===== src/rtl/grant_stream_mux.sv =====
// Locks one arbiter-granted channel and streams its packet through a
// registered output stage, force-terminating packets at MAX_BEATS beats.

module grant_stream_lane #(
  parameter int DATA_W = 32
) (
  input  logic              lock,
  input  logic              take,
  input  logic              req_valid,
  input  logic [DATA_W-1:0] req_data,
  input  logic              req_last,
  output logic              ready,
  output logic              acc,
  output logic [DATA_W-1:0] data_m,
  output logic              last_m
);
  // Unlocked lanes contribute zeros so the top can OR the lanes together.
  assign ready  = lock & take;
  assign acc    = ready & req_valid;
  assign data_m = lock ? req_data : '0;
  assign last_m = lock & req_last;
endmodule

module grant_stream_mux #(
  parameter int UPTO      = 8,
  parameter int DATA_W    = 32,
  parameter int MAX_BEATS = 16
) (
  input  logic                      i_clk,
  input  logic                      i_rst_n,
  input  logic [UPTO-1:0]           i_req_valid,
  input  logic [UPTO*DATA_W-1:0]    i_req_data,
  input  logic [UPTO-1:0]           i_req_last,
  output logic [UPTO-1:0]           o_req_ready,
  output logic                      o_arb_ena,
  input  logic [UPTO-1:0]           i_select,
  output logic                      o_valid,
  output logic [DATA_W-1:0]         o_data,
  output logic                      o_last,
  output logic [$clog2(UPTO)-1:0]   o_chan,
  input  logic                      i_ready,
  output logic                      o_err_sel,
  output logic                      o_err_len
);
  localparam int CW = $clog2(UPTO);
  localparam int BW = (MAX_BEATS > 1) ? $clog2(MAX_BEATS) : 1;

  typedef enum logic [1:0] {IDLE, GRANT, XFER} state_t;

  state_t              state_q, state_d;
  logic [UPTO-1:0]     lock_q, lock_d;
  logic [BW-1:0]       cnt_q, cnt_d;
  logic                valid_q, valid_d;
  logic [DATA_W-1:0]   data_q, data_d;
  logic                last_q, last_d;
  logic [CW-1:0]       chan_q, chan_d;
  logic                err_sel_q, err_sel_d;
  logic                err_len_q, err_len_d;

  logic                       take;
  logic [UPTO-1:0]            acc_v, last_v;
  logic [UPTO-1:0][DATA_W-1:0] data_v;
  logic [DATA_W-1:0]          sel_data;
  logic                       sel_last, accept, forced, eff_last;
  logic [CW-1:0]              lock_idx;
  logic                       sel_onehot, sel_vld;

  assign take = (state_q == XFER) & (~valid_q | i_ready);

  for (genvar k = 0; k < UPTO; k++) begin : g_lane
    grant_stream_lane #(.DATA_W(DATA_W)) u_lane (
      .lock      (lock_q[k]),
      .take      (take),
      .req_valid (i_req_valid[k]),
      .req_data  (i_req_data[k*DATA_W +: DATA_W]),
      .req_last  (i_req_last[k]),
      .ready     (o_req_ready[k]),
      .acc       (acc_v[k]),
      .data_m    (data_v[k]),
      .last_m    (last_v[k])
    );
  end

  // Lock is one-hot while streaming, so OR-combining lanes is a mux.
  always_comb begin
    sel_data = '0;
    lock_idx = '0;
    for (int k = 0; k < UPTO; k++) begin
      sel_data = sel_data | data_v[k];
      lock_idx = lock_idx | (lock_q[k] ? CW'(k) : CW'(0));
    end
  end

  assign sel_last   = |last_v;
  assign accept     = |acc_v;
  assign forced     = (cnt_q == BW'(MAX_BEATS - 1));
  assign eff_last   = sel_last | forced;
  assign sel_onehot = (i_select != '0) && ((i_select & (i_select - UPTO'(1))) == '0);
  assign sel_vld    = |(i_select & i_req_valid);

  always_comb begin
    state_d   = state_q;
    lock_d    = lock_q;
    cnt_d     = cnt_q;
    valid_d   = valid_q & ~i_ready;
    data_d    = data_q;
    last_d    = last_q;
    chan_d    = chan_q;
    err_sel_d = 1'b0;
    err_len_d = 1'b0;
    o_arb_ena = 1'b0;
    case (state_q)
      IDLE: begin
        if (|i_req_valid) begin
          o_arb_ena = 1'b1;
          state_d   = GRANT;
        end
      end
      GRANT: begin
        if (sel_onehot && sel_vld) begin
          lock_d  = i_select;
          cnt_d   = '0;
          state_d = XFER;
        end else begin
          lock_d    = '0;
          err_sel_d = 1'b1;
          state_d   = IDLE;
        end
      end
      XFER: begin
        if (accept) begin
          valid_d   = 1'b1;
          data_d    = sel_data;
          last_d    = eff_last;
          chan_d    = lock_idx;
          err_len_d = forced & ~sel_last;
          cnt_d     = cnt_q + BW'(1);
          if (eff_last) begin
            lock_d  = '0;
            state_d = IDLE;
          end
        end
      end
      default: state_d = IDLE;
    endcase
  end

  always_ff @(posedge i_clk or negedge i_rst_n) begin
    if (!i_rst_n) begin
      state_q   <= IDLE;
      lock_q    <= '0;
      cnt_q     <= '0;
      valid_q   <= 1'b0;
      data_q    <= '0;
      last_q    <= 1'b0;
      chan_q    <= '0;
      err_sel_q <= 1'b0;
      err_len_q <= 1'b0;
    end else begin
      state_q   <= state_d;
      lock_q    <= lock_d;
      cnt_q     <= cnt_d;
      valid_q   <= valid_d;
      data_q    <= data_d;
      last_q    <= last_d;
      chan_q    <= chan_d;
      err_sel_q <= err_sel_d;
      err_len_q <= err_len_d;
    end
  end

  assign o_valid   = valid_q;
  assign o_data    = data_q;
  assign o_last    = last_q;
  assign o_chan    = chan_q;
  assign o_err_sel = err_sel_q;
  assign o_err_len = err_len_q;

endmodule


===== config.mk =====
export PLATFORM = sky130hd
export DESIGN_NAME = grant_stream_mux
export DESIGN_NICKNAME = d
export VERILOG_FILES = /design/src/rtl/grant_stream_mux.sv
export SDC_FILE = /design/constraint.sdc
export NUM_CORES = 1
export LEC_CHECK = 0
export CORE_AREA = 5 5 125 127
export DETAILED_ROUTE_END_ITERATION = 8
export DIE_AREA = 0 0 130 132
export GPL_TIMING_DRIVEN = 0
export MAX_ROUTING_LAYER = met4
export PLACE_DENSITY = 0.7
export SLEW_MARGIN = 20
export SYNTH_ARGS = -nofsm -noshare
export SYNTH_HDL_FRONTEND = slang
export SYNTH_SLANG_ARGS = --single-unit

===== constraint.sdc =====
create_clock -name i_clk -period 2.3 [get_ports i_clk]
set_input_delay 0.46 -clock i_clk [delete_from_list [all_inputs] [get_ports i_clk]]
set_output_delay 0.46 -clock i_clk [all_outputs]
set_load 0.005 [all_outputs]

Word level (Yosys, flattened, before mapping)
Index checks and enable logic that the tools add are counted.
{"block": "totals", "register_bits": 53, "inputBits": 283, "out_inout_bits": 48}
{"block": "classes", "add_sub_neg": 2, "eq_ne": 7, "mux": 35, "n_bitwise": 47, "reduce_logical": 14}
{"operator": "$mux W32", "n": 8}
{"operator": "$or A32 B32 Y32", "n": 7}
{"operator": "$reduce_or A8 Y1", "n": 4}
{"operator": "$and A1 B1 Y1", "n": 27}
{"operator": "$mux W8", "n": 3}
{"operator": "$and A8 B8 Y8", "n": 2}
{"operator": "$pmux W8 S2", "n": 1}
{"operator": "$mux W2", "n": 6}
{"operator": "$mux W3", "n": 4}
{"operator": "$mux W1", "n": 9}
{"operator": "$or A3 B3 Y3", "n": 3}
{"operator": "$reduce_and A3 Y1", "n": 3}
{"operator": "$logic_not A8 Y1", "n": 1}
{"operator": "$mux W4", "n": 2}
{"operator": "$ne A2 B2 Y1 const B", "n": 4}
{"operator": "$pmux W4 S2", "n": 1}
{"operator": "$reduce_bool A8 Y1", "n": 1}
{"operator": "$sub A8 B1 Y8 const B", "n": 1}
{"operator": "$pmux W2 S3", "n": 1}
{"operator": "$add A4 B1 Y4 const B", "n": 1}
{"operator": "$eq A4 B4 Y1 const B", "n": 1}
{"operator": "$not A1 Y1", "n": 3}
{"operator": "$or A2 B3 Y3", "n": 1}
{"operator": "$eq A2 B1 Y1 const B", "n": 1}
{"operator": "other kinds (8)", "n": 10}

Logic depth before layout (Yosys ltp)
{"block": "depth", "depth_word": 8, "ltp_mapped": 8, "mapped_depth_nobuf": 5}

By module
A second synthesis with hierarchy kept.
{"block": "unflattened", "cells_unflattened": 592, "hier_area_um2": 4977.3}
{"mod": "grant_stream_mux", "instances": 1, "cells_each": 288, "area_per_inst_um2": 2755.1, "seq_area_each_um2": 1326.3}
{"mod": "grant_stream_lane", "instances": 8, "cells_each": 38, "area_per_inst_um2": 277.8, "seq_area_each_um2": 0.0}

Least setup slack after synthesis
Ideal clock, no wire load.
{"block": "synth_path", "kind": "input to register", "from": "in i_select[1]", "to": "reg lock_q[0]", "setup_ns": 0.121, "t_arrival_ns": 1.997, "required_ns": 2.179, "setup_slack_ns": 0.182, "cell_stages": 6, "cell_sequence": "or4_1 or3_1 a31o_1 and4_4 buf_6 a22o_1"}
{"block": "synth_via", "elab_chain_cells": 7}
{"item": "from (decl)", "line": "36", "text": "input logic [UPTO-1:0] i_select,"}
{"item": "$sub A8 B1 Y8", "line": "98", "text": "assign sel_onehot = (i_select != '0) && ((i_select & (i_select - UPTO'(1))) == '0);"}
{"item": "$and A8 B8 Y8", "line": "98"}
{"item": "$logic_not A8 Y1", "line": "98"}
{"item": "$logic_and A1 B1 Y1", "line": "98"}
{"item": "$logic_and A1 B1 Y1 (*)", "line": "120", "text": "if (sel_onehot && sel_vld) begin"}
{"item": "$mux W8 (*)", "line": "120"}
{"item": "$pmux W8 S2 (*)", "line": "112", "text": "case (state_q)"}
{"item": "to (signal assigned)", "line": "161", "text": "lock_q <= lock_d;"}
{"item": "to (decl)", "line": "51", "text": "logic [UPTO-1:0] lock_q, lock_d;"}
Every way passes the cells marked *; elsewhere a longest branch is shown, timed or not.
A chain may end at the register's enable or synchronous reset.

Final worst setup path
{"block": "layout_path", "from": "reg lock_q[5]", "to": "reg data_q[28] (netlist: o_data[28])"}
{"block": "layout_via", "elab_chain_cells": 4}
{"item": "$and A1 B1 Y1 or $mux W32 (tied branches)", "line": "18, 20"}
{"item": "$and A1 B1 Y1 or $or A32 B32 Y32 (tied branches)", "line": "19, 89"}
{"item": "$reduce_or A8 Y1 or $or A32 B32 Y32 (tied branches)", "line": "95, 89"}
{"item": "$reduce_and A2 Y1 (no line) or $or A32 B32 Y32 (tied branches)"}
{"item": "to (signal assigned)", "line": "164", "text": "data_q <= data_d;"}
{"item": "to (decl)", "line": "54", "text": "logic [DATA_W-1:0] data_q, data_d;"}
Several ways; a longest one is shown, not always the timed one.

==> run summary <==
outcome -> finished, final reports clean
CP Max Fanout -> 10
Post-synth top flop -> dfrtp_1
register area share after synthesis -> 36.7%
num ports -> 331
Fmax -> 0.445 GHz
CTS root buf -> clkbuf_16
initial antenna violation count -> 3
final-stage net count -> 1013
Yosys cell types -> 40
Hold Buf Count CTS -> 0
Die ar. -> 17200 um^2
delay of the slowest cell on the worst path -> 550 ps
latest clock arrival within the worst-skew pair -> 290 ps
initial detailed-routing violation count -> 358
Final Cycle Share -> 97.7%
Final Util -> 53.1%
DRC viols -> 0
Synth area leader -> dfrtp_1
Mapped Avg Cell Area -> 9.45 um^2
CTS tree -> built
fin. max-slew vios -> 0
final std cells w/o fill -> 916
Syn Std Cell Area -> 3620 um^2
core area -> 14300 um^2
placed cell count -> 897
Placer Congestion -> 0.972
Filler cells -> 1337
global-route wire length before repair -> 34.9 mm
Seq cells post-synth -> 53
most common cell in the netlist -> a22oi_1
CTS clk-pin slew, worst paths -> 70 ps
fin crit period -> 2250 ps
top cell type's share of synthesized area -> 36.7%
final setup fails -> 0
FP Rows -> 44
number of flops mapped to enable cells by yosys -> 0
crit start category -> register
max_cap viols -> 0
RSZ-0062 raised after global routing -> yes
CP max stage cell -> clkbuf_1
dpl hpwl -> 19.2 mm
Slew @ Worst Pin -> 817 ps
DR pass1 iterations -> 6
CP Class -> register to register
CP arrival -> 2430 ps
Fin Clk Skew -> 4.09 ps
hold crit path type -> input port to asynchronous set/reset pin
Starting Density -> 25.3%
Slew headroom -> 45.6%
# port buffers -> 330
peak supply drop -> 0.000277 V
post-synthesis net count -> 667
DRT antenna net count -> 0
final hold vios -> 0
Layout area overhead -> 110%
vias in the first global route -> 5534
gr usage total -> 28.0%
WL/cell -> 27.0 um
Die H -> 132 um
Mapped Cells -> 383
vias -> 5264
synth cell count leaders -> 76 x a22oi_1, 53 x dfrtp_1, 37 x a22o_1, 37 x clkbuf_1, 33 x a21o_1
H-tree levels -> 2
Synth Warn # -> 0
Clock Sinks -> 53
CP Data Required Time -> 2480 ps
CP endpoint kind -> register
via/cell ratio -> 5.75
crit-path cells -> clkbuf_8 > buf_4 > a22oi_1 > nand4_1 > nand2_1 > clkbuf_1 > a31oi_1 > a21o_1
share of cells above drive strength 1 -> 9.60%
final WL -> 24.8 mm
total grt overflow -> 0
Chip Width -> 130 um
ys async rst share -> 100%
Inserted Clock Buffers -> 5
pwr/cell area -> 351 nW/um^2
P_leak -> 3.14 nW
clock buffer depth -> 2
largest net degree at the start of global routing -> 54
Synth area leaders -> dfrtp_1 37%, a22oi_1 16%, a22o_1 9.0%
repair_timing:
item / CTS / global route
setup endpoints to repair: 59 / 27
gates cloned: 1 / 0
pin swaps: 1 / 0
endpoints found under the hold margin: 0 / 0
gates resized for setup: 80 / 8
buffers inserted: 13 / 0
registers in the layout (all words and copies together) (netlist names):
| register | cells |
|---|---|
| o_err_sel | 1 |
| lock_q | 8 |
| o_data | 32 |
| o_chan | 3 |
| cnt_q | 4 |
| o_last | 1 |
| o_err_len | 1 |
| state_q | 2 |
| o_valid | 1 |
through the flow:
| stage | cell area [um^2] | setup WS (ps) | hold WS, ps | power, mW | TNS, ps |
|---|---|---|---|---|---|
| after floorplan | 3620 | 182 | 164 | 1.20 | 0 |
| after global placement | 7150 | -1160 | 461 | 1.86 | -76080 |
| after detailed placement | 7150 | -1190 | 464 | 1.87 | -28990 |
| after CTS | 7580 | 45.2 | 249 | 2.67 | 0 |
| after global routing | 7600 | -25.8 | 280 | 2.77 | -68.9 |
| final | 7600 | 52.6 | 214 | 2.66 | 0 |
layout make-up:
| cell class | count | area, um^2 | area share, % |
|---|---|---|---|
| diodes | 3 | 7.51 | 0.0988 |
| repair buffers | 344 | 3390 | 44.7 |
| multi-input cells | 278 | 2090 | 27.5 |
| plain buffers | 46 | 398 | 5.24 |
| clock buffers | 7 | 143 | 1.88 |
| well taps | 184 | 230 | 3.03 |
| flip-flops and latches | 53 | 1330 | 17.5 |
| inverters | 1 | 3.75 | 0.0494 |
routing by layer:
layer / track usage (%) / vias to the layer above / wire [um] / share of wire [%]
met5: - / - / 0 / 0
met4: 11.1 / 0 / 1070 / 4.3
met3: 5.55 / 68 / 2080 / 8.4
met2: 47.9 / 331 / 12400 / 50
met1: 31.9 / 2572 / 9220 / 37
li1: - / 2293 / - / -
report_power, final:
| part | internal (mW) | switching, mW |
|---|---|---|
| clock network | 0.429 | 0.343 |
| registers | 0.961 | 0.0230 |
| logic | 0.580 | 0.328 |
| total | 1.97 | 0.694 |
critical path: cells and delay by family (launching register included):
kind            cells  cell delay [ps]
buf+inv             3              880
flops               1              410
compound gates      3              500
simple gates        2              340
final timing paths:
| check | slack [ps] | startpoint | endpoint | depth (start not counted) |
|---|---|---|---|---|
| setup / recovery | 50 | lock_q[5] | o_data[28] | 8 |
| hold / removal | 210 | i_rst_n | o_valid | 1 |
| setup reg to reg | 50 | lock_q[5] | o_data[28] | 8 |
| hold reg to reg | 480 | o_data[21] | o_data[21] | 1 |
| max in group asynchronous | 1570 | i_rst_n | lock_q[4] | 1 |
| min in group i_clk | 480 | o_data[21] | o_data[21] | 1 |
cell families after synthesis:
logic type               after synthesis  synth area share (%)
XOR/XNOR                               2                 0.484
adder cells (fa/ha/maj)                2                 0.622
AO/OA/AOI/OAI                        228                  48.7
AND/OR/NAND/NOR                       46                  7.12
flip-flops                            53                  36.7
buffers and inverters                 52                  6.43
placed cells by master (no fill, tap or decap), types with 4 or more instances in the layout:
| cell type | instances |
|---|---|
| clkdlybuf4s50_1 | 315 |
| a31oi_1 | 32 |
| dfrtp_1 | 48 |
| clkbuf_2 | 7 |
| a221oi_1 | 32 |
| a21o_1 | 33 |
| nand2_1 | 10 |
| buf_4 | 23 |
| and3_1 | 8 |
| clkbuf_16 | 7 |
| clkbuf_8 | 14 |
| dlygate4sd2_1 | 13 |
| dfrtp_2 | 5 |
| a22oi_1 | 76 |
| nor2_1 | 5 |
| o21ai_0 | 4 |
| a22o_1 | 37 |
| clkbuf_1 | 12 |
Note: power is estimated with default switching activity, not from simulation.
==> RTL change 1 (same flow settings) <==
Reset style: synchronous (`i_rst_n`), changed in one clocked block.
--- a/src/rtl/grant_stream_mux.sv
+++ b/src/rtl/grant_stream_mux.sv
@@ -145,7 +145,7 @@
     endcase
   end
 
-  always_ff @(posedge i_clk or negedge i_rst_n) begin
+  always_ff @(posedge i_clk) begin
     if (!i_rst_n) begin
       state_q   <= IDLE;
       lock_q    <= '0;
Check against the original RTL: differs if i_rst_n is asserted again (counterexample within 4 cycles, from zero or initial values and one cycle with i_rst_n low); with i_rst_n held inactive, the same outputs for 4 cycles.
==> RTL change 1 against the original RTL <==
  * Design area decreased by 4.2%
  * Synthesized area decreased by 4.5%
  * Largest power group unchanged
  * Critical path type is now in -> out
  * Sequential cell count unchanged
  * Setup slack got worse by 0.026 ns
  * Clock power increased by 17%
  * Routed wire length increased by 0.52%
  * Hold slack improved by 0.25 ns
  * Synthesized cell count increased by 2.6%
  * Sequential power decreased by 6.2%
  * Die area unchanged
  * Total power decreased by 8.9%
==> RTL change 1: results (changes against the original RTL) <==
[placement]
port-buffer-count = 329  ; -0.30%
dp_slack_ns = -0.684  ; +0.502 ns
placed_area_um2 = 6980  ; -2.4%
gp_congestion = 0.911  ; -6.3%
placed_cells_incl_taps = 906  ; +1.0%

[cells_and_area]
n_fill_cell = 1330  ; -0.52%
layout-drive-gt1-share_pct = 7.95  ; -1.7 points

[synthesis]
synthArstFlopShare_pct = 0  ; -100 points
syn_avg_cell_area_um2 = 8.79  ; -7.0%
yosys_most_used_dff = dfxtp_1
synth_nets = 677  ; +1.5%
synth_common_cells = 72 x a22o_1, 64 x a221oi_1, 53 x dfxtp_1, 38 x nor2_1, 37 x clkbuf_1

[grt]
grt_first_pass_wirelength_um = 34500  ; -0.97%
grt.total_usage_pct = 27.6  ; -0.42 points
antenna_found_initial = 2  ; -1
grt_max_degree = 16  ; -70%

[routing]
vias = 5198  ; -1.3%
wl_um = 24900  ; +0.52%
drt_iter0_drc = 327  ; -8.7%

[setup_path]
cp-endpoint = o_req_ready[2]
worstSetupStartpoint = i_ready
r2r_end = o_data[29]
critical_path.slowest_cell = clkdlybuf4s50_1
reg2reg_slack_ns = 0.23  ; +0.18 ns
worstPathArrival_ns = 1.81  ; -0.62 ns
slowest_delay_ns = 0.40  ; -0.15 ns

[status]
status = finished clean

[timing]
fmax_mhz = 440  ; -1.1%
fin_worst_skew_ns = 0.00854  ; +0.00446 ns
worst_slew_pin_slew_ns = 0.881  ; +0.0644 ns

[power_and_ir_drop]
peakVddDrop_mv = 0.295  ; +6.5%

[hold_path]
holdCritPathClass = reg -> reg

-- RTL change 1: changes by cell type after synthesis, moves of 32 or more --
cell	unedited run	this run
nor2_1	5	38
dfxtp_1	0	53
a22o_1	37	72
a22oi_1	76	12
dfrtp_1	53	0
a21o_1	33	0
a221oi_1	32	64
-- RTL change 1: cells by family after synthesis --
family	Yosys count	share of synthesized area (%)
buffers and inverters	57	7.21
xor gates and xnor gates	1	0.254
DFF	53	30.7
and+or+nand+nor	82	12.3
AOI/OAI and AO/OA	198	48.9
adders and majority gates	2	0.652
-- RTL change 1: per-layer routing --
metal	vias to the layer above	routed length [um]	global-route usage (%)	part of all wire, %
li1	2345	-	-	-
met1	2461	9920	33.2	40
met2	347	12200	47.4	49
met3	45	2090	4.70	8.4
met4	0	697	7.16	2.8
met5	-	0	-	0
-- RTL change 1: through the flow --
step / hold slack [ns] / util, %
2_1_floorplan: 0.453 / -
3_3_place_gp: 0.457 / 48.8
3_5_place_dp: 0.460 / 48.8
4_1_cts: 0.474 / 50.7
5_1_grt: 0.498 / 50.8
6_report: 0.468 / 50.8
-- RTL change 1: final cells by class --
cell class / count / area [um^2] / area share [%]
Antenna cell: 2 / 5.00 / 0.0688
Buffer: 51 / 277 / 3.80
Clock buffer: 7 / 143 / 1.96
Clock inverter: 1 / 30.0 / 0.413
Inverter: 2 / 7.51 / 0.103
Multi-Input combinational cell: 283 / 2210 / 30.4
Sequential cell: 53 / 1060 / 14.6
Tap cell: 184 / 230 / 3.16
Timing Repair Buffer: 333 / 3310 / 45.5
-- RTL change 1: worst min path at each step --
stage                 from      to  slack, ns
global placement    o_last  o_last       0.46
floorplan           o_last  o_last       0.45
finish              o_last  o_last       0.47
CTS                 o_last  o_last       0.47
detailed placement  o_last  o_last       0.46
global route        o_last  o_last       0.50
-- RTL change 1: worst min-delay path, stage by stage, from the launching register on --
cell	delay, ns
dfxtp_1	0.32
nand2_1	0.05
a21oi_1	0.05
-- RTL change 1: report_power, final --
part           leakage [nW]  switching (mW)  internal (mW)
logic                  1.97           0.157          0.446
clock network        0.0841           0.355          0.545
registers             0.429         0.00361          0.920
-- RTL change 1: timing repair --
item | CTS | global route
setup buffers | 3 | 0
resized for setup | 58 | 17
gates cloned | 1 | 0
pin swaps | 4 | 1
setup endpoints to repair | 55 | 45
==> RTL change 2 (same flow settings) <==
Without the edit above. `MAX_BEATS`: 16 -> 32.
--- a/src/rtl/grant_stream_mux.sv
+++ b/src/rtl/grant_stream_mux.sv
@@ -24,7 +24,7 @@
 module grant_stream_mux #(
   parameter int UPTO      = 8,
   parameter int DATA_W    = 32,
-  parameter int MAX_BEATS = 16
+  parameter int MAX_BEATS = 32
 ) (
   input  logic                      i_clk,
   input  logic                      i_rst_n,
Function: same outputs for any inputs over 4 cycles, from zero or initial values and one cycle with i_rst_n low; that may be too few to reach the edited logic, so the function may still have changed.
==> RTL change 2 against the original RTL <==
  * Routed wire length fell by 3.3%
  * Synthesized area rose by 1.8%
  * Die area did not move
  * Setup slack improved by 0.012 ns
  * Design area fell by 0.77%
  * Sequential cell count rose by 1
  * Register-to-register slack improved by 0.06 ns
  * Sequential share of layout area rose by 0.44 points
  * Total power rose by 4.9%
==> RTL change 2: results (changes against the original RTL) <==
[placement]
dp_slack_ns = -1.24  ; -0.0498 ns
placed_cells_incl_taps = 898  ; +0.11%
dp_hpwl_um = 18500  ; -3.7%
gp_congestion = 0.944  ; -2.9%

[grt]
antenna_found_initial = 1  ; -2
grt_first_pass_wirelength_um = 33900  ; -2.7%
grt_max_degree = 55  ; +1.9%
grt_pass1_vias = 5537  ; +0.054%
grt.total_usage_pct = 27.1  ; -0.95 points

[power_and_ir_drop]
power_frac_clock_pct = 31.8  ; +2.8 points
peakVddDrop_mv = 0.363  ; +31%
p_leak_nw = 3.11  ; -0.77%
seqPwrFrac_pct = 36.1  ; -0.8 points
p_sw_mw = 0.730  ; +5.2%

[setup_path]
r2r_end = o_data[23]
reg2reg_slack_ns = 0.11  ; +0.06 ns
worstRegToRegCells = 7  ; -1
worstPathArrival_ns = 2.42
slowest_delay_ns = 0.53  ; -0.02 ns
r2r-start = lock_q[1]
critical_path.slowest_cell = clkbuf_1

[cells_and_area]
layout-drive-gt1-share_pct = 9.27  ; -0.34 points
n_fill_cell = 1282  ; -4.1%
nNetsFinal = 1007  ; -0.59%

[synthesis]
ys_warn_count = 0  ; unchanged
syn_inst = 384  ; +0.26%
seq_area_frac_synth_pct = 36.7  ; about the same
synth.top_cells.by_area = dfrtp_1 37%, a22oi_1 15%, a22o_1 9.5%, a221oi_1 7.6%, a21o_1 6.7%
synth_common_cells = 76 x a22oi_1, 54 x dfrtp_1, 40 x a22o_1, 33 x a21o_1, 33 x clkbuf_1
ys_types = 38  ; -5.0%
synth_nets = 669  ; +0.30%

[timing]
worst_slew_pin_slew_ns = 0.742  ; -0.0742 ns
fin_worst_skew_ns = 0.00727  ; +0.00318 ns
hold_ws_ns = 0.219  ; +0.00513 ns

[clock_network]
cts_max_level = 2  ; unchanged

[routing]
drt-pass1-iter-count = 5  ; -1
vias = 5169  ; -1.8%
drt_iter0_drc = 489  ; +37%
avgRoutedWirePerCell_um = 26.4  ; -2.4%
wl_um = 24000  ; -3.3%

[status]
status = finished clean

[RTL change 2: cell families after synthesis]
logic type / share of synthesized area, %
adder cells (fa/ha/maj): 0.951
AND/OR/NAND/NOR: 7.13
multiplexers: 0.543
AO/OA/AOI/OAI: 47.7
XOR/XNOR: 0.713
flip-flops: 36.7
buffers and inverters: 6.32
[RTL change 2: cell type report]
cell class	count	area share, %
buffer	46	4.37
clock buffer	5	1.66
clock inverter	3	0.598
antenna	1	0.0332
sequential	54	18.0
tap	184	3.05
inverter	2	0.0996
multi-input combinational	278	28.2
timing repair buffer	335	44.0
[RTL change 2: what timing repair did]
action	4_1_cts	5_1_grt
gates resized for setup	60	9
buffers inserted	5	0
endpoints found under the hold margin	0	0
endpoints found under the setup margin	60	45
pin swaps	3	0
[RTL change 2: how the worst max path moves through the flow]
stage	endpoint	slack (ns)	from
2_1_floorplan	lock_q[2]	0.25	i_select[0]
3_3_place_gp	o_req_ready[3]	-1.18	lock_q[3]
3_5_place_dp	o_req_ready[3]	-1.24	lock_q[3]
4_1_cts	lock_q[2]	0.02	i_select[3]
5_1_grt	o_data[19]	-0.07	i_req_valid[4]
6_report	o_data[23]	0.06	i_req_valid[3]
[RTL change 2: through the flow]
step	area (um^2)	total power, mW	utilization [%]
finish	7540	2.79	52.7
global route	7540	2.90	52.7
CTS	7520	2.79	52.6
detailed placement	7210	1.89	50.4
global placement	7220	1.88	50.4
floorplan	3680	1.22	-
[RTL change 2: routing by layer]
metal  wire length (um)  up-vias  global-route usage, %
met5                  0        -                      -
met4                829        0                   8.60
met3               1990       56                   5.23
met2              11800      354                   46.1
met1               9310     2493                   31.9
li1                   -     2266                      -
